`config.mk`:
```
export PLATFORM = sky130hd
export DESIGN_NAME = serial_rx_buffered
export DESIGN_NICKNAME = d
export VERILOG_FILES = /design/src/rtl/serial_rx_pkg.sv /design/src/rtl/rx_pkt_fifo.sv /design/src/rtl/serial_rx_buffered.sv
export SDC_FILE = /design/constraint.sdc
export NUM_CORES = 1
export LEC_CHECK = 0
export BUFFER_PORTS_ARGS = -buffer_cell sky130_fd_sc_hd__buf_2
export CORE_AREA = 2 2 203 205
export DETAILED_ROUTE_END_ITERATION = 10
export DIE_AREA = 0 0 205 207
export PLACE_DENSITY_LB_ADDON = 0.2
export RECOVER_POWER = 50
export SYNTH_ARGS = -nofsm -noshare
export SYNTH_HDL_FRONTEND = slang
export SYNTH_SLANG_ARGS = --single-unit
```
`constraint.sdc`:
```
create_clock -name Clk_S -period 6.8 [get_ports Clk_S]
set_input_delay 0 -clock Clk_S [delete_from_list [all_inputs] [get_ports Clk_S]]
set_output_delay 0 -clock Clk_S [all_outputs]
set_load 0.02 [all_outputs]
```
`src/rtl/serial_rx_pkg.sv`:
```
// Shared state encoding, default sizes and a width helper for the buffered serial receiver.
package serial_rx_pkg;

  typedef enum logic [1:0] {
    IDLE   = 2'b00,
    DATA   = 2'b01,
    PARITY = 2'b10,
    STOP   = 2'b11
  } rx_state_t;

  localparam int DEFAULT_PKT_W = 55;

  // Ceiling log2, used for pointer and counter widths.
  function automatic int clog2(input int value);
    int result;
    result = 0;
    while ((1 << result) < value) result++;
    return result;
  endfunction

endpackage

```
`src/rtl/rx_pkt_fifo.sv`:
```
// First-word-fall-through packet buffer with an occupancy counter.
// A pop while empty is ignored; a push while full only lands if a pop happens in the same cycle.
module rx_pkt_fifo
  import serial_rx_pkg::*;
#(
  parameter int PKT_W = DEFAULT_PKT_W,
  parameter int DEPTH = 4
) (
  input  logic             Clk_S,
  input  logic             Rst,
  input  logic             push,
  input  logic             pop,
  input  logic [PKT_W-1:0] wdata,
  output logic             full,
  output logic             empty,
  output logic [PKT_W-1:0] rdata
);
  localparam int PTR_W = clog2(DEPTH);

  logic [PKT_W-1:0] mem [DEPTH];
  logic [PTR_W-1:0] rd_ptr;
  logic [PTR_W-1:0] wr_ptr;
  logic [PTR_W:0]   count;
  logic             do_push;
  logic             do_pop;

  assign full    = (count == (PTR_W+1)'(DEPTH));
  assign empty   = (count == '0);
  assign do_pop  = pop && !empty;
  assign do_push = push && (!full || do_pop);
  assign rdata   = empty ? '0 : mem[rd_ptr];

  always_ff @(posedge Clk_S) begin
    if (do_push) mem[wr_ptr] <= wdata;
  end

  // Pointers wrap naturally because DEPTH is a power of two.
  always_ff @(posedge Clk_S) begin
    if (Rst) begin
      rd_ptr <= '0;
      wr_ptr <= '0;
      count  <= '0;
    end else begin
      if (do_push) wr_ptr <= wr_ptr + 1'b1;
      if (do_pop)  rd_ptr <= rd_ptr + 1'b1;
      case ({do_push, do_pop})
        2'b10:   count <= count + 1'b1;
        2'b01:   count <= count - 1'b1;
        default: count <= count;
      endcase
    end
  end

endmodule

```
`src/rtl/serial_rx_buffered.sv`:
```
// Framed serial receiver (start, PKT_W data bits MSB-first, stop) feeding a FWFT packet buffer.
// Define SERIAL_RX_PARITY_EN to expect an even-parity bit between the last data bit and the stop bit.
module serial_rx_buffered
  import serial_rx_pkg::*;
#(
  parameter int PKT_W = DEFAULT_PKT_W,
  parameter int DEPTH = 4,
  parameter int CNT_W = 8
) (
  input  logic             Clk_S,
  input  logic             Rst,
  input  logic             S_data,
  input  logic             RX_Ready,
  output logic             RX_Data_Valid,
  output logic [PKT_W-1:0] RX_Data,
  output logic             RX_Frame_Err,
  output logic             RX_Overflow,
  output logic [CNT_W-1:0] RX_Drop_Cnt
);
  localparam int              BC_W     = clog2(PKT_W);
  localparam logic [BC_W-1:0] LAST_BIT = BC_W'(PKT_W - 1);

  rx_state_t        state;
  rx_state_t        state_nxt;
  logic [PKT_W-1:0] shift_reg;
  logic [BC_W-1:0]  bit_cnt;
  logic             wait_low;
  logic             par_err;
  logic             commit;
  logic             frame_bad;
  logic             overflow;
  logic             push;
  logic             pop;
  logic             full;
  logic             empty;

  always_ff @(posedge Clk_S) begin
    if (Rst) state <= IDLE;
    else     state <= state_nxt;
  end

  // wait_low blocks a line still stuck high after a bad stop bit from posing as a new start bit.
  always_comb begin
    state_nxt = state;
    commit    = 1'b0;
    frame_bad = 1'b0;
    case (state)
      IDLE: begin
        if (S_data && !wait_low) state_nxt = DATA;
      end
      DATA: begin
        if (bit_cnt == LAST_BIT) begin
`ifdef SERIAL_RX_PARITY_EN
          state_nxt = PARITY;
`else
          state_nxt = STOP;
`endif
        end
      end
      PARITY: state_nxt = STOP;
      STOP: begin
        state_nxt = IDLE;
        if (S_data || par_err) frame_bad = 1'b1;
        else                   commit    = 1'b1;
      end
    endcase
  end

  assign pop      = !empty && RX_Ready;
  assign overflow = commit && full && !pop;
  assign push     = commit && !overflow;

  always_ff @(posedge Clk_S) begin
    if (Rst) begin
      shift_reg    <= '0;
      bit_cnt      <= '0;
      wait_low     <= 1'b0;
      RX_Frame_Err <= 1'b0;
      RX_Overflow  <= 1'b0;
      RX_Drop_Cnt  <= '0;
    end else begin
      RX_Frame_Err <= frame_bad;
      RX_Overflow  <= overflow;
      if (state == IDLE) begin
        bit_cnt <= '0;
      end else if (state == DATA) begin
        shift_reg <= {shift_reg[PKT_W-2:0], S_data};
        bit_cnt   <= bit_cnt + 1'b1;
      end
      if (state == STOP && S_data)       wait_low <= 1'b1;
      else if (state == IDLE && !S_data) wait_low <= 1'b0;
      if ((frame_bad || overflow) && (RX_Drop_Cnt != {CNT_W{1'b1}}))
        RX_Drop_Cnt <= RX_Drop_Cnt + 1'b1;
    end
  end

`ifdef SERIAL_RX_PARITY_EN
  // Even parity: the parity bit must equal the XOR of the data bits.
  always_ff @(posedge Clk_S) begin
    if (Rst || state == IDLE) par_err <= 1'b0;
    else if (state == PARITY) par_err <= (S_data != ^shift_reg);
  end
`else
  assign par_err = 1'b0;
`endif

  rx_pkt_fifo #(
    .PKT_W (PKT_W),
    .DEPTH (DEPTH)
  ) u_fifo (
    .Clk_S (Clk_S),
    .Rst   (Rst),
    .push  (push),
    .pop   (pop),
    .wdata (shift_reg),
    .full  (full),
    .empty (empty),
    .rdata (RX_Data)
  );

  assign RX_Data_Valid = !empty;

endmodule

```
# [Word level (Yosys, flattened, before mapping)]
# Memories as Yosys holds them, arrays and structs flattened. A register that Yosys moved wholly into a read port is not among the register bits.
# Index checks and enable logic that the tools add are counted.
[totals] register_bits=81 latchBits=0 mem_bits_rw=220 romBits=0 input_bits=4 output_inout_bits=66 elab_cells=68 n_memories=1
[op_classes] n_addsub=6 multipliers=0 div_mod_pow=0 n_lt_le_gt_ge=0 n_eq_ne=10 shift=0 n_mux=15 bitwise_logic=1 n_reduce_logical=25
[memory_table] memory="u_fifo.mem" depth=4 word_bits=55 read_ports=1 rd_ports_with_merged_regs=1 write_ports=1 line="rx_pkt_fifo.sv:20" text="logic [PKT_W-1:0] mem [DEPTH];"
[ops] cell="55-bit 2-to-1 mux" n=1
[ops] cell="1-bit logical AND" n=10
[ops] cell="8-bit by 1-bit adder with 8-bit output, second input constant" n=1
[ops] cell="1-bit 2-to-1 mux" n=8
[ops] cell="2-bit 2-to-1 mux" n=4
[ops] cell="8-bit != test, second input constant" n=1
[ops] cell="2-bit case mux with 4 select lines" n=1
[ops] cell="6-bit by 1-bit adder with 6-bit output, second input constant" n=1
[ops] cell="2-bit == test, second input constant" n=3
[ops] cell="6-bit == test, second input constant" n=1
[ops] cell="1-bit zero test" n=6
[ops] cell="3-bit case mux with 2 select lines" n=1
[ops] cell="2-bit by 1-bit adder with 2-bit output, second input constant" n=2
[ops] cell="2-bit by 1-bit == test with 1-bit output, second input constant" n=2
[ops] cell="2-bit != test, second input constant" n=2
[ops] cell="2-bit AND reduction" n=2
[ops] cell="2-bit nonzero test" n=2
[ops] cell="3-bit by 1-bit adder with 3-bit output, second input constant" n=1
[ops] cell="3-bit == test, second input constant" n=1
[ops] cell="3-bit zero test" n=1
[ops] cell="3-bit by 1-bit subtractor with 3-bit output, second input constant" n=1
[ops] cell="2-bit zero test" n=1
[ops] cell="1-bit logical OR" n=2
[ops] cell="2-bit OR reduction" n=1
[ops] cell="1-bit inverter" n=1

# [Longest topological paths before layout]
[logic_depth] ltp_word=10 ltp_mapped=9

# [Hierarchy]
# Synthesis repeated with hierarchy kept, for this count alone.
[hier_totals] hier_cells=710 hier_area_um2=11796.3
[modules_own_cells] mod="rx_pkt_fifo" n_inst=1 cells_each=416 area_per_inst_um2=8901.0
[modules_own_cells] mod="serial_rx_buffered" n_inst=1 cells_each=294 area_per_inst_um2=2895.3

# [Worst setup path before layout]
# Ideal clock, no wire load.
[synth_timing] kind="register -> register" from="register state[0]" to="memory u_fifo.mem[0][0] in the netlist's numbering (enable)" setup_time_ps=418 arrival_ps=2355 slack_ps=4027 path_stages_with_launch=4 n_path_buf=0 synth_period_minus_slack_ps=2773 path_cell_list="dfxtp_1 -> ha_1 -> nor3b_2 -> and2_1"
[synth_between] elab_chain_len=9
[synth_rtl] item="start, declared" line="serial_rx_buffered.sv:23" text="rx_state_t state;"
[synth_rtl] item="start signal, assigned" line="serial_rx_buffered.sv:39" text="else state <= state_nxt;"
[synth_rtl] item="2-bit == test (*)" line="serial_rx_buffered.sv:47" text="case (state)"
[synth_rtl] item="1-bit 2-to-1 mux (*)" line="serial_rx_buffered.sv:47"
[synth_rtl] item="1-bit logical AND (2 in series)" line="serial_rx_buffered.sv:70" text="assign overflow = commit && full && !pop;"
[synth_rtl] item="1-bit zero test" line="serial_rx_buffered.sv:71" text="assign push = commit && !overflow;"
[synth_rtl] item="1-bit logical AND (*)" line="serial_rx_buffered.sv:71"
[synth_rtl] item="1-bit logical AND (*)" line="rx_pkt_fifo.sv:30" text="assign do_push = push && (!full || do_pop);"
[synth_rtl] item="1-bit 2-to-1 mux (*)" line="rx_pkt_fifo.sv:34" text="if (do_push) mem[wr_ptr] <= wdata;"
[synth_rtl] item="1-bit 2-to-1 mux (implied by the code) (*)" line="rx_pkt_fifo.sv:34"
[synth_rtl] item="end, declared" line="rx_pkt_fifo.sv:20"
# Mark *: on every way between the ends. The rest lies on a longest branch, timed or not.

# [Worst setup path in the final report]
[layout_timing] from="register state[1]" to="register shift_reg[18]"
[layout_between] elab_chain_len=3 word_cells_on_any_way=4 cone_classes="eq/ne (1); bitwise (1); reduce/logical (2)"
[layout_rtl] item="2-bit zero test" line="serial_rx_buffered.sv:84" text="if (state == IDLE) begin"
[layout_rtl] item="1-bit inverter (no line)"
[layout_rtl] item="2-bit AND reduction (no line) (*)"
[layout_rtl] item="end signal, assigned" line="serial_rx_buffered.sv:87" text="shift_reg <= {shift_reg[PKT_W-2:0], S_data};"
[layout_rtl] item="end, declared" line="serial_rx_buffered.sv:25" text="logic [PKT_W-1:0] shift_reg;"
# Marked as above.
# A chain may end at the register's enable or synchronous reset.

==> impl_metrics.csv <==
group,metric,value,unit
cts,htreeDepth,2,
final_layout,fillers,3972,
synth,synth_mux_area_frac,0.159,
hold_path,worstHoldPathCells,3,
synth,yosysWarnings,0,
floorplanning,die-area,42400,um2
final_layout,diodes,0,
place,port_buffers,69,
floorplanning,pin_count,70,
floorplanning,initial_core_util,0.287,
sta,fin_setup_tns,0,ns
critical_path,path_buf_inv,2,
hold_path,holdPathEnd,"RX_Drop_Cnt[0]",
critical_path,startpoint_type,"register",
cts,clk_latency,0.52,ns
critical_path,crit_arrival,4.81,ns
global_route,grt_pass1_wl,35400,um
sta,max_freq,0.224,GHz
floorplanning,die-width,205,um
synth,ys.flop_type,"edfxtp_1",
synth,synth.cell_area,11600,um2
pwr,p_sw,1.07,mW
hold_path,worstHoldStart,"Rst",
critical_path,critPathRequiredTime,7.15,ns
run,maxCapViolCount,1,
synth,synthArstFlopShare,0,
place,dp_hpwl,11200,um
cts,cts.reportedPaths.clkPinSlew,0.06,ns
cts,cts_resized,0,
global_route,antenna_found_initial,0,
sta,timing.final.crit_share,0.655,
synth,synth_edf_count,220,
critical_path,r2r_start,"state[1]",
pwr,peakVddDrop,169,uV
critical_path,r2r-end,"shift_reg[18]",
hold_path,hp-class,"in2reg",
sta,min_period,4.46,ns
final_layout,final_nets,771,
sta,worst_pin_slew,4.58,ns
critical_path,path_cells,"inv_1 > ha_1 > clkbuf_1 > mux2i_1 > nor2_1",
global_route,grt_max_degree,80,
critical_path,cp_top_family,"buffers and inverters",
synth,yosysUniqueCellTypes,42,
global_route,grt.overflow.total,0,
critical_path,worstSetupEndpointType,"register",
cts,cts.sinks,303,
pwr,p_total,4.40,mW
critical_path,critPathSlowestCell,"clkbuf_1",
final_layout,final_util,0.336,
floorplanning,die_h,207,um
detailed_routing,vias_per_cell,4.33,
floorplanning,rows,74,
outcome,status,"finished with violations",
detailed_routing,vias,5681,
sta,drv_slew,56,
detailed_routing,drc,0,
cts,cts_tree,"done",
critical_path,slowest_delay,3.21,ns
pwr,power_leakage,4.64,nW
sta,setup_violations,0,
place,routabilityCongestion,0.675,
synth,synth_top_family_by_area,"multiplexers",
critical_path,reg2reg_slack,2.34,ns
global_route,grt_usage,0.108,
cts,clockBufferDepth,3,
pwr,combPwrFrac,0.142,
pwr,pwr-share-seq,0.461,
outcome,violations,"max-capacitance violations, max-slew violations",
sta,hold_ws,0.183,ns
critical_path,crit_type,"reg2reg",
synth,yosys.area_share.simple,0.0751,
detailed_routing,antenna_left,0,
floorplanning,core,40400,um2
detailed_routing,drt_wl_total,22400,um
synth,syn-num-nets,691,
cts,root_buffer,"clkbuf_16",
synth,ys_seq_area_frac,0.714,
synth,syn_area_per_cell,17.2,um2
pwr,power_density,325,nW/um2
sta,skew,0.0208,ns
pwr,swShare,0.244,
synth,synth_seq_cells,303,
sta,max_slew_margin,-2.05,
detailed_routing,routedWlPerCell,17.0,um
pwr,clkPwrFrac,0.397,
sta,final-hold-violation-count,0,
synth,syn_inst,674,
final_layout,largest_reg_flops,220,
pwr,p_int,3.33,mW
detailed_routing,drt_pass1_iterations,6,
synth,synth_compound_area_frac,0.0132,
critical_path,path_max_fanout,55,
detailed_routing,drt-initial-drc-count,296,
critical_path,rr_worst_depth,5,
sta,rsz0062_at_grt,"no",
final_layout,syn_to_final_growth,17.1,%
synth,yosys.area_share.xor_xnor,0.00757,
critical_path,cp-startpoint,"state[1]",
global_route,first_global_vias,6053,
synth,synth_fa_ha_area_frac,0.0147,
cts,cts_buffers,34,
final_layout,layout-drive-gt1-share,0.228,
[area by class of cell]
type / count / area (um2) / area share
Tap cell: 532 / 666 / 0.0491
Inverter: 10 / 37.5 / 0.00277
Timing Repair Buffer: 79 / 409 / 0.0302
Clock inverter: 18 / 153 / 0.0113
Sequential cell: 303 / 8270 / 0.610
Multi-Input combinational cell: 326 / 3100 / 0.229
Clock buffer: 44 / 920 / 0.0678
[Yosys cell counts, types with 5 or more instances]
library cell,instances,area share
o21ai_0,5,0.0022
nand2_1,5,0.0016
buf_2,12,0.0052
dfxtp_1,83,0.14
xor2_1,7,0.0053
mux4_2,55,0.11
a21oi_1,8,0.0035
nor2_1,74,0.024
inv_1,10,0.0032
mux2i_1,59,0.051
clkbuf_1,21,0.0068
and2_1,60,0.032
edfxtp_1,220,0.57
ha_1,12,0.013
[layout by cell type (no fill, tap or decap), drive strengths merged, types with 5 or more instances in the layout]
master,count
and2,60
dfxtp,83
inv,12
mux2i,59
o21ai,5
clkbuf,55
clkinv,13
nand2,5
buf,66
xor2,7
ha,12
or3,5
mux4,55
a21oi,8
nor2,74
edfxtp,220
[logic make-up after synthesis]
kind of cell | after synthesis
buf+inv | 45
fa+ha+maj | 13
compound gates | 23
xor+xnor | 10
flops | 303
simple gates | 165
mux | 115
[metrics by stage]
stage / std cells / worst slack, ns / instance area, um2
6_report: 1312 / 2.34 / 13600
5_1_grt: 1312 / 1.89 / 13600
4_1_cts: 1312 / 3.80 / 13600
3_5_place_dp: 1248 / 3.91 / 12500
3_3_place_gp: 1248 / 3.95 / 12500
2_1_floorplan: 674 / 4.03 / 11600
[timing repair]
| item | in CTS | in global routing |
|---|---|---|
| hold buffers | 2 | 0 |
| hold endpoints to repair | 8 | 0 |
| buffers inserted | 0 | 0 |
[worst max-delay path by stage]
stage	endpoint	slack, ns	cells after the start
6_report	shift_reg[18]	2.34	5
5_1_grt	shift_reg[9]	1.89	5
4_1_cts	RX_Data[54]	3.80	4
3_5_place_dp	u_fifo.count[2]	3.91	8
3_3_place_gp	u_fifo.count[2]	3.95	8
2_1_floorplan	u_fifo.mem[0][0]	4.03	3
[metal layers]
metal  track usage  vias to the layer above  part of all wire
met5             0                        -                 0
met4        0.0320                        0             0.020
met3        0.0212                       34             0.034
met2         0.182                       86              0.49
met1         0.140                     2861              0.46
li1              -                     2700                 -
[power groups by stage]
stage          Combinational (mW)  Sequential [mW]  Clock [mW]
2_1_floorplan               0.445             2.06           0
3_3_place_gp                0.596             2.07           0
3_5_place_dp                0.599             2.07           0
4_1_cts                     0.601             2.03        1.81
5_1_grt                     0.682             2.04        1.89
6_report                    0.625             2.03        1.75
[worst register-to-register path: stages (launching register included)]
cell,delay [ns]
dfxtp_1,0.32
inv_1,0.10
ha_1,0.15
clkbuf_1,3.21
mux2i_1,0.44
nor2_1,0.08
Power figures use the tool's default switching activity.
